**src/rtl/pic_control_logic.sv**
```systemverilog
// 8259-style interrupt controller core: ICW/OCW command decode, IRR/ISR/IMR
// registers, fixed-priority resolution (IR0 highest) and the two-pulse INTA handshake.
module pic_control_logic (
    input  logic       clk,
    input  logic       rst_n,
    input  logic [4:1] ICWs,
    input  logic [3:1] OCWs,
    input  logic [7:0] datatologic,
    input  logic [7:0] ir,
    input  logic       inta_n,
    output logic       intr,
    output logic [7:0] isr,
    output logic [7:0] irr,
    output logic [7:0] imr,
    output logic [7:0] vector,
    output logic       vec_oe,
    output logic       rd_isr
);

    typedef enum logic [1:0] {
        INIT = 2'd0,
        RUN  = 2'd1,
        ACK1 = 2'd2
    } state_t;

    state_t     state, next_state;
    logic       ltim, sngl, ic4, aeoi;
    logic [4:0] base;
    logic [2:0] level;
    logic       spurious;
    logic [7:0] ir_prev;
    logic       inta_prev;
    logic       inta_fall;

    logic [7:0] req;
    logic [3:0] isr_top;
    logic       win_found;
    logic [2:0] win_level;

    logic       ack_first, ack_second, ack_end;
    logic [7:0] isr_nxt, irr_nxt;

    assign inta_fall = inta_prev & ~inta_n;
    assign req       = irr & ~imr;
    assign vector    = {base, level};

    // isr_top = 8 means nothing in service, so any request may win
    always_comb begin
        isr_top   = 4'd8;
        win_found = 1'b0;
        win_level = 3'd0;
        for (int i = 7; i >= 0; i--) begin
            if (isr[i]) isr_top = 4'(i);
        end
        for (int i = 7; i >= 0; i--) begin
            if (req[i] && (4'(i) < isr_top)) begin
                win_found = 1'b1;
                win_level = 3'(i);
            end
        end
    end

    assign intr = (state == RUN) && win_found;

    always_ff @(posedge clk or negedge rst_n) begin
        if (!rst_n) state <= INIT;
        else        state <= next_state;
    end

    always_comb begin
        next_state = state;
        ack_first  = 1'b0;
        ack_second = 1'b0;
        ack_end    = 1'b0;
        if (ICWs[1]) begin
            next_state = INIT;
        end else begin
            case (state)
                INIT: begin
                    if (ic4 ? ICWs[4] : (!sngl ? ICWs[3] : ICWs[2]))
                        next_state = RUN;
                end
                RUN: begin
                    if (inta_fall) begin
                        ack_first  = 1'b1;
                        next_state = ACK1;
                    end
                end
                ACK1: begin
                    if (vec_oe) begin
                        if (inta_n) begin
                            ack_end    = 1'b1;
                            next_state = RUN;
                        end
                    end else if (inta_fall) begin
                        ack_second = 1'b1;
                    end
                end
                default: next_state = INIT;
            endcase
        end
    end

    // EOI clears are applied before the acknowledge set so both take effect
    always_comb begin
        irr_nxt = ltim ? ir : (irr | (ir & ~ir_prev));
        isr_nxt = isr;
        if (state != INIT && OCWs[2]) begin
            if (datatologic[7:5] == 3'b001 && isr != 8'h00)
                isr_nxt[isr_top[2:0]] = 1'b0;
            else if (datatologic[7:5] == 3'b011)
                isr_nxt[datatologic[2:0]] = 1'b0;
        end
        if (ack_first && win_found) begin
            isr_nxt[win_level] = 1'b1;
            irr_nxt[win_level] = 1'b0;
        end
        if (ack_end && aeoi && !spurious)
            isr_nxt[level] = 1'b0;
    end

    always_ff @(posedge clk or negedge rst_n) begin
        if (!rst_n) begin
            inta_prev <= 1'b1;
        end else begin
            inta_prev <= inta_n;
        end
    end

    always_ff @(posedge clk or negedge rst_n) begin
        if (!rst_n) begin
            isr      <= 8'h00;
            irr      <= 8'h00;
            imr      <= 8'h00;
            ir_prev  <= 8'h00;
            ltim     <= 1'b0;
            sngl     <= 1'b0;
            ic4      <= 1'b0;
            aeoi     <= 1'b0;
            base     <= 5'd0;
            level    <= 3'd0;
            spurious <= 1'b0;
            vec_oe   <= 1'b0;
            rd_isr   <= 1'b0;
        end else if (ICWs[1]) begin
            ltim     <= datatologic[3];
            sngl     <= datatologic[1];
            ic4      <= datatologic[0];
            isr      <= 8'h00;
            irr      <= 8'h00;
            imr      <= 8'h00;
            ir_prev  <= 8'h00;
            level    <= 3'd0;
            spurious <= 1'b0;
            vec_oe   <= 1'b0;
            rd_isr   <= 1'b0;
        end else begin
            ir_prev <= ir;
            irr     <= irr_nxt;
            isr     <= isr_nxt;
            if (ICWs[2]) base <= datatologic[7:3];
            if (ICWs[4]) aeoi <= datatologic[1];
            if (state != INIT) begin
                if (OCWs[1]) imr <= datatologic;
                if (OCWs[3] && datatologic[1]) rd_isr <= datatologic[0];
            end
            if (ack_first) begin
                level    <= win_found ? win_level : 3'd7;
                spurious <= ~win_found;
            end
            if (ack_second) vec_oe <= 1'b1;
            if (ack_end)    vec_oe <= 1'b0;
        end
    end

endmodule

```
**config.mk**
```make
export PLATFORM = sky130hd
export DESIGN_NAME = pic_control_logic
export DESIGN_NICKNAME = d
export VERILOG_FILES = /design/src/rtl/pic_control_logic.sv
export SDC_FILE = /design/constraint.sdc
export NUM_CORES = 1
export LEC_CHECK = 0
export ABC_AREA = 1
export BUFFER_PORTS_ARGS = -buffer_cell sky130_fd_sc_hd__buf_2
export CAP_MARGIN = 30
export CELL_PAD_IN_SITES_DETAIL_PLACEMENT = 1
export CELL_PAD_IN_SITES_GLOBAL_PLACEMENT = 1
export CORE_UTILIZATION = 39
export DETAILED_ROUTE_END_ITERATION = 8
export GPL_TIMING_DRIVEN = 0
export MAX_ROUTING_LAYER = met4
export PLACE_DENSITY = 0.77
export SYNTH_ARGS = -nofsm -noshare
export SYNTH_HDL_FRONTEND = slang
export SYNTH_SLANG_ARGS = --single-unit
```
**constraint.sdc**
```tcl
create_clock -name clk -period 1.77 [get_ports clk]
set_input_delay 0.177 -clock clk [delete_from_list [all_inputs] [get_ports clk]]
set_output_delay 0.177 -clock clk [all_outputs]
set_load 0.03 [all_outputs]
```
### After elaboration in Yosys (flattened, before gate mapping)

Index checks and enable logic that the tools add are counted.

* register bits after elaboration: 50
* bits of input ports: 26
* output and inout port bits: 35
* word-level logic and storage cells: 164

* order comparisons: 16
* equal/unequal tests: 8
* mux-type cells: 74
* bitwise gates (word level): 18
* reduce and logical (&&, ||, !) cells: 33

Operators with widths (count)
* $mux W8: 13
* $and A8 B8 Y8: 6
* $not A8 Y8: 6
* $mux W3: 11
* $mux W1: 32
* $mux W4: 8
* $logic_and A1 B1 Y1: 19
* $lt A3 B4 Y1 const A: 4
* $lt A3 B4 Y1 const B: 4
* $or A8 B8 Y8: 2
* $demux W1 S3: 4
* $ge A3 B1 Y1 const B: 4
* $ne A3 B3 Y1 const B: 4
* $mux W2: 5
* $reduce_bool A2 Y1: 5
* $lt A1 B4 Y1 const A: 2
* $lt A2 B4 Y1 const A: 2
* $reduce_and A2 Y1: 4
* $reduce_bool A8 Y1: 1
* $pmux W2 S3: 1
* $reduce_and A4 Y1: 1
* $eq A3 B1 Y1 const B: 1
* $eq A3 B2 Y1 const B: 1
* $not A1 Y1: 3
* 6 further kinds: 6

### Longest topological paths before layout

* depth after elaboration: 27
* gate-level depth with buffers: 18
* gate-level depth less buffers: 18

### Worst setup path before layout

Ideal clock, no wire load.

* kind: flip-flop to output port
* from: register isr[1]
* to: output intr
* arrival time: 1845 ps
* data required time: 1593 ps
* path slack: -252 ps
* cell stages (with the launch flop): 11
* buffers on the path: 0
* path through: dfrtp_1 -> nor2_2 -> nand2_2 -> inv_2 -> nand2_2 -> inv_1 -> nand3_1 -> a21boi_2 -> inv_1 -> nor2_1 -> a21oi_1

* longest elaborated chain between the ends: 13
* elaborated cells on any way between the ends: 27
* classes of those cells: 8 x order compare; 10 x mux; 9 x reduce/logical

RTL lines
* from (decl): line 12 `output logic [7:0] isr,`
* from (signal assigned): line 160 `isr <= isr_nxt;`
* $mux W4 * (2 in a row): line 53 `if (isr[i]) isr_top = 4'(i);`
* $lt A3 B4 Y1: line 56 `if (req[i] && (4'(i) < isr_top)) begin`
* $logic_and A1 B1 Y1: line 56
* $mux W1 (7 in a row): line 56
* $mux W1 *: line 56
* $logic_and A1 B1 Y1 *: line 63 `assign intr = (state == RUN) && win_found;`
* to (decl): line 11 `output logic intr,`

Every way passes the cells marked *; elsewhere a longest branch is shown, timed or not.

### Final worst setup path

* from: register isr[3]
* to: output intr

* longest elaborated chain between the ends: 15
* elaborated cells on any way between the ends: 29
* classes of those cells: 8 x order compare; 12 x mux; 9 x reduce/logical

RTL lines (line)
* $mux W4 * (4 in a row): 53
* $lt A3 B4 Y1: 56
* $logic_and A1 B1 Y1: 56
* $mux W1 (7 in a row): 56
* $mux W1 *: 56
* $logic_and A1 B1 Y1 *: 63

Marked as above.

==> run metrics <==
Worst slew margin roughly two thirds; Place WS -0.313 ns; TritonCTS buffer count 5; synth unique cells 32; DPL Wire Length between 6 and 7 mm; share of layout cells above drive strength 1 a little under two fifths; CTS tree yes; Layout area overhead 34.9%; largest net degree at the start of global routing 35; Hold Path Class in2reg; IO buf count just under 60; root buffer cell clkbuf_8; Synth area leader dfrtp_1; H-tree Lvls 2; end of the critical path intr; Mapped Area approximately 2700 µm²; crit path kind reg2out; Mapped Nets 378; initial antenna violation count 0; residual DRC count 0; Worst R2R Start isr[3]; Initial Utilization roughly 40%; Clk Latency, worst-skew pair just over 0.3 ns; yosys synthesis warning count 0; Power per Cell Area 860 nW/µm²; post-synthesis sequential area ratio approximately 46%; area share of the largest cell type after synthesis around 45%; first drt pass iteration count 4; Worst EP required between 1.5 and 2 ns; Slew Limit Fails 0; setup_tns -3.08 ns; Leak roughly 1.9 nW; max-cap check violation count 0; Total GRT Usage ~26%; EDFF count, synth 0; final hold vios 0; Reg2Reg Depth 14; failing checks setup timing; worst flop-to-flop path endpoint irr[3]; CTS sink cnt 50; vias in the first global route 2,838; drt wl/cell 17.8 µm; Synth Flop Type dfrtp_1; synth top area cells dfrtp_1 (45%), nand2_1 (9.2%), inv_1 (8.7%); Die W between 80 and 90 µm; Synth Register Bits 50; most common cell in the netlist nand2_1; Die Footprint around 7300 µm²; WL final between 9 and 10 mm; total congestion overflow 0; RD Place Congestion just over 0.9; crit path DAT just under 2 ns; Mapped Cells between 300 and 400; Critical Path Start isr[3]; Synth top cells by count nand2_1 (67), inv_1 (63), dfrtp_1 (49); Filler cells roughly 870; Core Rows 30; Async S/R FF share, synth 100%; fin worst setup slack -0.375 ns; status complete, but fails checks; Design Power ~0.0032 W; Longest Clk Path Bufs 2; minimum clock period about 2.1 ns; io pins between 60 and 70; final layout net count about 470; final setup vio count 20; 1st-iter DRT viols 102; Slew @ Worst Pin 0.490 ns; Worst IR Drop VDD around 0.31 mV; flop2flop setup slack -0.21 ns; Clock Skew 0.00682 ns; n_diodes 0; ANT nets after route 0; Clk pin slew, worst setup/hold paths approximately 0.090 ns; first-pass GRT wire length 13.9 mm; Worst setup SP type flop; CP Max Fanout 6; RSZ-0062 raised after global routing yes; routed vias/inst about 5.3; fin crit share 121%; Worst setup EP type output port; total vias in the final route roughly 2.8k; maximum clock frequency ~470 MHz; Syn Area/Cell 7.75 µm²; Core Region 6760 µm²; Die H between 80 and 90 µm
cell type report:
cell class                 instances  area [µm²]  area share [%]
buffer                             4        26.3           0.715
clock buffer                       5        68.8            1.87
clock inverter                     3        68.8            1.87
inverter                          69         264            7.18
multi-input combinational        229        1370            37.2
sequential                        50        1260            34.3
tap                               80         100            2.72
timing repair buffer              84         523            14.2
routing by layer:
metal  wire length (µm)  GRT usage [%]  part of all wire (%)  vias up
met4                287           8.33                   3.1        0
met1               3990           31.2                    43     1371
met2               4720           43.9                    51       75
li1                   -              -                     -     1306
met3                308           3.18                   3.3       23
met5                  0              -                     0        -
power by group:
group / total [W] / internal [W] / leakage (nW) / switching (W)
Combinational: 0.000891 / 0.000293 / 1.17 / 0.000597
Sequential: 0.00129 / 0.00122 / 0.644 / 0.0000632
Clock: 0.000986 / 0.000567 / 0.0683 / 0.000420
how the worst min path moves through the flow:
stage,from,to,cells past startpoint
floorplan,rst_n,aeoi,0
global placement,inta_n,inta_prev,1
detailed placement,rst_n,vec_oe,1
CTS,ir[7],ir_prev[7],3
global route,ir[5],ir_prev[5],3
finish,ir[7],ir_prev[7],3
layout by cell type, fill, tap and decap left out, types with 3 or more instances in the layout:
master	instances
buf_2	59
nand2_4	7
o22ai_1	6
nor3_1	6
buf_4	20
nand3_1	19
nand2_1	59
dfrtp_2	6
nor2_4	9
inv_2	8
a22oi_1	5
a21oi_1	11
nor2_1	30
dfrtp_1	43
o21ai_0	27
nand2_2	13
clkbuf_8	6
a21oi_2	9
nor2_2	7
inv_1	57
o211ai_1	3
critical path, cell delays in order, from the launching register on:
cell and delay (ns):
dfrtp_2 0.46, nor2_4 0.17, nand2_4 0.11, inv_4 0.08
nand2_4 0.05, nor2_4 0.13, inv_1 0.06, nand2_1 0.07
nand2_1 0.07, nand2_2 0.12, nor2_4 0.06, a21oi_4 0.12
buf_6 0.14
stage by stage:
stage	cell area, µm²	cells	util (%)	hold slack, ns
floorplan	2740	352	-	-0.119
global placement	3140	491	46.4	0.306
detailed placement	3160	492	46.7	0.135
CTS	3520	515	52.1	0.0670
global route	3680	524	54.4	0.0776
finish	3680	524	54.4	0.0682
state kept, by name, indices dropped and copies added (netlist names):
register,count
aeoi,1
isr,8
base,5
vec_oe,1
spurious,1
sngl,1
level,3
ic4,1
ltim,1
state,2
imr,8
ir_prev,8
rd_isr,1
irr,8
inta_prev,1
logic make-up (layout without fill, tap and decap cells):
| kind of cell | after synthesis | count (layout) | share of synthesized area, % |
|---|---|---|---|
| and+or+nand+nor | 160 | 160 | 28.5 |
| buffers and inverters | 73 | 165 | 10.5 |
| AOI/OAI and AO/OA | 69 | 69 | 15.1 |
| DFF | 50 | 50 | 45.9 |
timing repair:
action	in CTS	in global routing
hold buffers	2	0
endpoints found under the setup margin	18	21
hold endpoints to repair	16	0
pin swaps	12	12
resized for setup	27	26
buffers inserted	13	9
Power figures use the tool's default switching activity.
